### src/rtl/ps2_kbd_decoder.sv
// PS/2 keyboard receiver: synchronises the pins, deframes 11-bit frames, folds
// E0/F0 prefixes into key events, optionally drops typematic repeats, and queues events in a FWFT FIFO.
module ps2_kbd_decoder #(
    parameter int FIFO_DEPTH     = 8,
    parameter int SYNC_STAGES    = 2,
    parameter int TIMEOUT_CYCLES = 50000,
    parameter int FILTER_REPEAT  = 1,
    parameter int ERR_CNT_W      = 8
) (
    input  logic                 clk,
    input  logic                 rst_n,
    input  logic                 ps2_clk,
    input  logic                 ps2_data,
    input  logic                 pop,
    output logic                 key_valid,
    output logic [7:0]           key_code,
    output logic                 key_ext,
    output logic                 key_break,
    output logic                 overflow,
    output logic [ERR_CNT_W-1:0] err_cnt
);

    localparam int AW = (FIFO_DEPTH > 1) ? $clog2(FIFO_DEPTH) : 1;
    localparam int TW = $clog2(TIMEOUT_CYCLES + 1);

    typedef enum logic [1:0] {
        ST_IDLE,
        ST_E0,
        ST_F0,
        ST_E0F0
    } state_t;

    function automatic logic [ERR_CNT_W-1:0] sat_inc(input logic [ERR_CNT_W-1:0] v);
        return (&v) ? v : v + 1'b1;
    endfunction

    // ---------------- synchronisers and edge detect ----------------
    logic [SYNC_STAGES-1:0] clk_sync_q, clk_sync_d;
    logic [SYNC_STAGES-1:0] dat_sync_q, dat_sync_d;
    logic                   clk_prev_q, clk_prev_d;
    logic                   ps2_clk_s, ps2_data_s, fall;

    always_comb begin
        clk_sync_d = {clk_sync_q[SYNC_STAGES-2:0], ps2_clk};
        dat_sync_d = {dat_sync_q[SYNC_STAGES-2:0], ps2_data};
        ps2_clk_s  = clk_sync_q[SYNC_STAGES-1];
        ps2_data_s = dat_sync_q[SYNC_STAGES-1];
        clk_prev_d = ps2_clk_s;
        fall       = clk_prev_q & ~ps2_clk_s;
    end

    // ---------------- deframer ----------------
    logic [3:0]           bit_cnt_q, bit_cnt_d;
    logic [9:0]           frame_q, frame_d;
    logic [TW-1:0]        idle_q, idle_d;
    logic                 byte_vld_q, byte_vld_d;
    logic [7:0]           byte_q, byte_d;
    logic [ERR_CNT_W-1:0] err_q, err_d;
    logic                 err_inc, frame_ok;

    always_comb begin
        bit_cnt_d  = bit_cnt_q;
        frame_d    = frame_q;
        idle_d     = idle_q;
        byte_vld_d = 1'b0;
        byte_d     = byte_q;
        err_inc    = 1'b0;
        // start low, stop (the live sample) high, odd parity across data+parity
        frame_ok   = ~frame_q[0] & ps2_data_s & (^frame_q[9:1]);
        if (fall) begin
            idle_d = '0;
            if (bit_cnt_q == 4'd10) begin
                bit_cnt_d = '0;
                if (frame_ok) begin
                    byte_vld_d = 1'b1;
                    byte_d     = frame_q[8:1];
                end else begin
                    err_inc = 1'b1;
                end
            end else begin
                frame_d[bit_cnt_q] = ps2_data_s;
                bit_cnt_d          = bit_cnt_q + 4'd1;
            end
        end else if (bit_cnt_q != 4'd0) begin
            if (idle_q == TW'(TIMEOUT_CYCLES - 1)) begin
                idle_d    = '0;
                bit_cnt_d = '0;
                err_inc   = 1'b1;
            end else begin
                idle_d = idle_q + 1'b1;
            end
        end
        err_d = err_inc ? sat_inc(err_q) : err_q;
    end

    // ---------------- prefix decoder FSM ----------------
    state_t state_q, state_d;
    logic   ev_vld, ev_ext, ev_brk;

    always_comb begin
        state_d = state_q;
        ev_vld  = 1'b0;
        ev_ext  = 1'b0;
        ev_brk  = 1'b0;
        if (byte_vld_q) begin
            case (state_q)
                ST_IDLE: begin
                    if (byte_q == 8'hE0)      state_d = ST_E0;
                    else if (byte_q == 8'hF0) state_d = ST_F0;
                    else                      ev_vld  = 1'b1;
                end
                ST_E0: begin
                    if (byte_q == 8'hF0) begin
                        state_d = ST_E0F0;
                    end else if (byte_q != 8'hE0) begin
                        ev_vld  = 1'b1;
                        ev_ext  = 1'b1;
                        state_d = ST_IDLE;
                    end
                end
                ST_F0, ST_E0F0: begin
                    // a prefix after F0 is a protocol error: silently resync
                    state_d = ST_IDLE;
                    if (byte_q != 8'hE0 && byte_q != 8'hF0) begin
                        ev_vld = 1'b1;
                        ev_brk = 1'b1;
                        ev_ext = (state_q == ST_E0F0);
                    end
                end
                default: state_d = ST_IDLE;
            endcase
        end
    end

    // ---------------- repeat filter ----------------
    logic       held_vld_q, held_vld_d;
    logic [8:0] held_key_q, held_key_d;
    logic       push, held_match;

    always_comb begin
        held_vld_d = held_vld_q;
        held_key_d = held_key_q;
        push       = 1'b0;
        held_match = held_vld_q && (held_key_q == {ev_ext, byte_q});
        if (ev_vld) begin
            if (ev_brk) begin
                push = 1'b1;
                if (held_match) held_vld_d = 1'b0;
            end else if (FILTER_REPEAT != 0 && held_match) begin
                push = 1'b0;
            end else begin
                push       = 1'b1;
                held_vld_d = 1'b1;
                held_key_d = {ev_ext, byte_q};
            end
        end
    end

    // ---------------- event FIFO ----------------
    logic [9:0]  fifo_mem_q [FIFO_DEPTH];
    logic [AW:0] wr_ptr_q, wr_ptr_d, rd_ptr_q, rd_ptr_d;
    logic        ovf_q, ovf_d;
    logic        full, empty, do_push, do_pop;
    logic [9:0]  head, fifo_wdata;

    always_comb begin
        empty      = (wr_ptr_q == rd_ptr_q);
        full       = (wr_ptr_q[AW] != rd_ptr_q[AW]) && (wr_ptr_q[AW-1:0] == rd_ptr_q[AW-1:0]);
        do_pop     = pop & ~empty;
        do_push    = push & (~full | do_pop);
        ovf_d      = ovf_q | (push & full & ~do_pop);
        wr_ptr_d   = do_push ? wr_ptr_q + 1'b1 : wr_ptr_q;
        rd_ptr_d   = do_pop ? rd_ptr_q + 1'b1 : rd_ptr_q;
        fifo_wdata = {ev_ext, ev_brk, byte_q};
        head       = fifo_mem_q[rd_ptr_q[AW-1:0]];
    end

    // ---------------- registers ----------------
    always_ff @(posedge clk or negedge rst_n) begin
        if (!rst_n) begin
            clk_sync_q <= '1;
            dat_sync_q <= '1;
            clk_prev_q <= 1'b1;
            bit_cnt_q  <= '0;
            idle_q     <= '0;
            byte_vld_q <= 1'b0;
            err_q      <= '0;
            state_q    <= ST_IDLE;
            held_vld_q <= 1'b0;
            wr_ptr_q   <= '0;
            rd_ptr_q   <= '0;
            ovf_q      <= 1'b0;
        end else begin
            clk_sync_q <= clk_sync_d;
            dat_sync_q <= dat_sync_d;
            clk_prev_q <= clk_prev_d;
            bit_cnt_q  <= bit_cnt_d;
            idle_q     <= idle_d;
            byte_vld_q <= byte_vld_d;
            err_q      <= err_d;
            state_q    <= state_d;
            held_vld_q <= held_vld_d;
            wr_ptr_q   <= wr_ptr_d;
            rd_ptr_q   <= rd_ptr_d;
            ovf_q      <= ovf_d;
        end
    end

    // Data-only registers: qualified by control state, so they need no reset.
    always_ff @(posedge clk) begin
        frame_q    <= frame_d;
        byte_q     <= byte_d;
        held_key_q <= held_key_d;
        if (do_push) fifo_mem_q[wr_ptr_q[AW-1:0]] <= fifo_wdata;
    end

    // ---------------- outputs ----------------
    always_comb begin
        key_valid = ~empty;
        key_code  = key_valid ? head[7:0] : 8'h00;
        key_break = key_valid & head[8];
        key_ext   = key_valid & head[9];
        overflow  = ovf_q;
        err_cnt   = err_q;
    end

endmodule

### config.mk
export PLATFORM = sky130hd
export DESIGN_NAME = ps2_kbd_decoder
export DESIGN_NICKNAME = d
export VERILOG_FILES = /design/src/rtl/ps2_kbd_decoder.sv
export SDC_FILE = /design/constraint.sdc
export NUM_CORES = 1
export LEC_CHECK = 0
export BUFFER_PORTS_ARGS = -buffer_cell sky130_fd_sc_hd__buf_2
export CAP_MARGIN = 20
export CORE_MARGIN = 1
export CORE_UTILIZATION = 63
export CTS_BUF_LIST = sky130_fd_sc_hd__clkbuf_4
export DETAILED_ROUTE_END_ITERATION = 10
export PLACE_DENSITY = 0.79
export SKIP_CTS_REPAIR_TIMING = 1
export SYNTH_ARGS = -nofsm -noshare
export SYNTH_HDL_FRONTEND = slang
export SYNTH_SLANG_ARGS = --single-unit
### constraint.sdc
create_clock -name clk -period 3.9 [get_ports clk]
set_input_delay 0.78 -clock clk [delete_from_list [all_inputs] [get_ports clk]]
set_output_delay 0.78 -clock clk [all_outputs]
set_load 0.005 [all_outputs]
Word-level counts from Yosys, hierarchy flattened. Memories as Yosys holds them, arrays and structs flattened. Cells that the tools add are included.

Flip-flop bits (word level): 73. RAM bits: 80. Input bits: 5. Output and inout bits: 20. Word-level logic and storage cells: 122. Memories: 1.

$add $sub $neg: 5. $lt $le $gt $ge: 2. Equal/unequal tests: 17. Muxes and demuxes: 44. Bitwise gates (word level): 20. Reductions and logical operators: 18.

Memory list: fifo_mem_q (words 8, width 10, read ports 1, clocked after Yosys merged registers in 0, write ports 1, line 160) `logic [9:0] fifo_mem_q [FIFO_DEPTH];`.

Operator list (number): $mux W16 (3); $mux W1 (27); $add A16 B1 Y16 const B (1); $eq A16 B16 Y1 const B (1); $eq A8 B8 Y1 const B (2); $mux W4 (4); $ne A8 B8 Y1 const B (2); $add A4 B1 Y4 const B (3); $reduce_and A3 Y1 (4); $bwmux W10 (1); $and A1 B1 Y1 (9); $eq A9 B9 Y1 (1); $not A1 Y1 (9); $reduce_xor A9 Y1 (1); $add A8 B1 Y8 const B (1); $mux W2 (4); $mux W8 (1); $reduce_and A8 Y1 (1); $ne A3 B3 Y1 const B (2); $pmux W2 S3 (1); $reduce_and A2 Y1 (3); $lt A4 B5 Y1 const B (1); $demux W1 S4 (1); $eq A2 B2 Y1 const B (2); 16 further kinds (21).

Logic depth before layout (Yosys ltp).
Depth after elaboration: 13. Depth in mapped cells: 11. Depth with buffers taken out: 11.

Worst setup path after synthesis. Ideal clock, no wire load.

Path kind: register -> register. Start: register byte_q[0]. End: memory fifo_mem_q[0][0] (enable). Library setup time: 390 ps. Data arrival time: 3088 ps. Data required time: 3510 ps. Path slack: 422 ps. Stages on the path, launching flop included: 12. Buffers on the path: 0. Period minus slack after synthesis: 3478 ps. Cell sequence: edfxtp_1 > or3_1 > o21a_1 > and2_1 > xnor2_1 > and4_1 > ha_1 > inv_1 > o211a_1 > o31a_1 > nand2b_1 > nor3_1.

Longest elaborated chain between the ends: 13. Elaborated cells between the ends (all ways): 25. Classes of those cells: 5 x eq/ne; 17 x mux; 1 x bitwise; 2 x reduce/logical.

Ends and longest elaborated chain: from (decl) (line 57) `logic [7:0] byte_q, byte_d;`; from (signal assigned) (line 212) `byte_q <= byte_d;`; $ne A8 B8 Y1 (on tied branches) (line 115, 124); $mux W1 or $logic_and A1 B1 Y1 (tied branches) (line 115, 124); $mux W1 (on tied branches) (line 113, 124); $pmux W1 S2 (*) (line 106) `case (state_q)`; $mux W1 (*) (line 105) `if (byte_vld_q) begin`; named net ev_ext (line 98) `logic ev_vld, ev_ext, ev_brk;`; $eq A9 B9 Y1 (*) (line 144) `held_match = held_vld_q && (held_key_q == {ev_ext, byte_q});`; $logic_and A1 B1 Y1 (*) (line 144); $mux W1 (*) (line 149) `end else if (FILTER_REPEAT != 0 && held_match) begin`; $mux W1 (*) (line 146) `if (ev_brk) begin`; $mux W1 (*) (line 145) `if (ev_vld) begin`; $and A1 B1 Y1 (*) (line 170) `do_push = push & (~full | do_pop);`; $mux W1 (*) (line 214) `if (do_push) fifo_mem_q[wr_ptr_q[AW-1:0]] <= fifo_wdata;`; $mux W1 (not written as such) (*) (line 214); to (decl) (line 160).

Mark *: on every way through the listed nets, which the timed path passes. The rest lies on a longest branch.

Worst setup path in the final report.
Start: register byte_q[0]. End: memory fifo_mem_q[0][1] (enable).

Same word-level chain as after synthesis.

==> impl_metrics.json <==
{
  "post-synth-top-count-cell": "edfxtp_1",
  "synth_area_leader_cell": "edfxtp_1",
  "synthesis.nets": 442,
  "fin_skew_ns": 0.0156,
  "p_sw_share_pct": 28.7,
  "numCtsBuffers": 17,
  "p_leak_nw": 2.55,
  "maxCapViolCount": 0,
  "synth.distinct_cells": 53,
  "period_share_pct": 86.4,
  "max_freq_mhz": 297,
  "netlist_instances": 431,
  "grt_pass1_wl_um": 18200,
  "powerDensity_nw_per_um2": 521,
  "seq_power_share_pct": 51.7,
  "core_um2": 9910,
  "drt_pass1_iterations": 4,
  "crit_start": "byte_q[0]$_DFFE_PP_",
  "rows": 36,
  "synth_ff_type": "edfxtp_1",
  "grt_start_max_net_pins": 47,
  "fin_cells": 615,
  "num_antenna_cells": 0,
  "finish.utilization_pct": 71.9,
  "outcome": "finished clean",
  "critPathArrivalTime_ns": 3.59,
  "nFillCells": 658,
  "setup_ws_ns": 0.529,
  "p_int_mw": 2.65,
  "end_kind": "flop",
  "clk_pin_slew_ns": 0.12,
  "synth_area_per_cell_um2": 15.2,
  "seq_area_frac_synth_pct": 66.8,
  "start_kind": "flop",
  "drtIter0Drc": 156,
  "rr_startpoint": "byte_q[0]$_DFFE_PP_",
  "cts_root_buf": "clkbuf_4",
  "clkLatencyLatePin_ns": 0.52,
  "final_max_slew_viol_count": 0,
  "area_growth_pct": 8.95,
  "ant_nets": 0,
  "syn_area_um2": 6540,
  "post_drt_wl_per_cell_um": 17.8,
  "start_util_pct": 66.0,
  "synth_edf_count": 107,
  "place_area_um2": 6840,
  "finalHoldViolations": 0,
  "grtUsageTotal_pct": 22.4,
  "stdcell_area_um2": 7130,
  "worstSetupPathType": "flop to flop",
  "synthArstFlopShare_pct": 30.1,
  "nets": 480,
  "grt_pass1_vias": 3596,
  "dpl_worst_slack_ns": 0.532,
  "yosys_warnings": 0,
  "worstHoldPathType": "input port to async pin",
  "die_area_um2": 10800,
  "synth_top_area_share_pct": 49.1,
  "hpwl_um": 7420,
  "cts_tree": "yes",
  "tightest_slew_ns": 0.915,
  "p_comb_share_pct": 23.9,
  "port_buffers": 24,
  "htreeDepth": 4,
  "ioPinCount": 25,
  "place.gp.congestion": 0.833,
  "power.switching_mw": 1.07,
  "path_max_fanout": 11,
  "overflow": 0,
  "rsz0062_at_grt": "no",
  "synth.area.top_cells": "edfxtp_1 (49%), dfrtp_1 (16%), mux4_2 (6.9%)",
  "setup_viol": 0,
  "ir_drop_mv": 0.322,
  "drive_gt1_share_pct": 21.8,
  "ys_seq_elements": 153,
  "wl_um": 10900,
  "antenna_found_initial": 0,
  "fin_crit_ns": 3.37,
  "via_count": 3607,
  "tns_ns": 0,
  "clock_sinks": 153,
  "max_slew_margin_pct": 38.9,
  "clk_path_buf_depth": 2,
  "clkPwrFrac_pct": 24.4,
  "die_x_um": 104,
  "drc_errors": 0,
  "vias_per_cell": 5.87,
  "die_h_um": 104,
  "synth_top_cells_by_count": "edfxtp_1 (107), dfrtp_1 (41), nor2_1 (32), xnor2_1 (25), mux4_2 (20)",
  "placed_cells": 582,
  "cp.required_ns": 4.12
}
==> routing by layer <==
layer / global-route usage [%] / wire (µm) / vias to the layer above
met3: 3.57 / 441 / 15
met4: 9.90 / 188 / 0
li1: - / - / 1713
met1: 28.7 / 4610 / 1792
met2: 38.3 / 5700 / 87
met5: 0 / 0 / -
==> critical path, stage by stage (launching register included) <==
cell      delay [ns]
edfxtp_1        0.55
or3_1           0.48
o21a_1          0.21
and2_1          0.26
xnor2_1         0.18
and4_1          0.22
ha_1            0.19
inv_1           0.05
o211a_1         0.17
o31a_1          0.22
nand2b_1        0.13
nor3_1          0.16
buf_4           0.25
==> cell families after synthesis <==
| family | Yosys count | share of synthesized area, % |
|---|---|---|
| AOI/OAI and AO/OA | 42 | 4.30 |
| xor gates and xnor gates | 36 | 5.24 |
| adders and majority gates | 6 | 1.15 |
| buffers and inverters | 28 | 1.89 |
| DFF | 153 | 66.8 |
| muxes | 35 | 9.50 |
| and+or+nand+nor | 131 | 11.1 |
==> registers in the layout, indices dropped and copies added (netlist names), 2 cells and up <==
name and flops:
fifo_mem_q 80, bit_cnt_q 4, dat_sync_q 2, wr_ptr_q 4, idle_q 16, byte_q 8
rd_ptr_q 4, held_key_q 9, err_cnt 8, frame_q 10, clk_sync_q 2, state_q 2
==> placed cells by master (no fill, tap or decap), drive strengths merged, types with 7 or more instances in the layout <==
cell type  count
a21oi          8
buf           38
clkbuf        19
dfrtp         41
edfxtp       107
inv           10
mux2i         11
mux4          20
nand2         18
nand2b         9
nand3         11
nand4          9
nor2          33
nor3          11
nor4           7
o21ai         18
or3            8
xnor2         25
xor2           9
==> final timing paths <==
kind,to,slack [ns],cells past startpoint
hold / removal,idle_q[9]$_DFFE_PN0P_,0.20,1
setup / recovery,fifo_mem_q[0][1]$_DFFE_PP_,0.53,12
setup reg to reg,fifo_mem_q[0][1]$_DFFE_PP_,0.53,12
max in group asynchronous,clk_prev_q$_DFF_PN1_,3.11,2
min in group clk,dat_sync_q[0]$_DFF_PN1_,0.34,1
hold reg to reg,dat_sync_q[1]$_DFF_PN1_,0.36,0
==> metrics by stage <==
stage | hold WS (ns) | total power, mW
CTS | 0.305 | 3.76
finish | 0.203 | 3.72
floorplan | 0.345 | 2.60
global route | 0.206 | 3.91
global placement | 0.346 | 2.83
detailed placement | 0.347 | 2.86
==> final cells by class <==
type | instances | area (µm²) | area share [%]
Multi-Input combinational cell | 250 | 2050 | 28.7
Clock buffer | 19 | 143 | 2.00
Sequential cell | 153 | 4370 | 61.3
Clock inverter | 13 | 129 | 1.81
Inverter | 9 | 33.8 | 0.474
Tap cell | 133 | 166 | 2.33
Timing Repair Buffer | 38 | 238 | 3.34
==> power by group through the flow <==
stage | Sequential (mW) | Clock (mW) | Combinational [mW]
global route | 1.94 | 0.993 | 0.983
CTS | 1.92 | 0.929 | 0.907
floorplan | 1.90 | 0 | 0.701
global placement | 1.95 | 0 | 0.875
detailed placement | 1.96 | 0 | 0.903
finish | 1.92 | 0.908 | 0.888
Power figures use the tool's default switching activity.
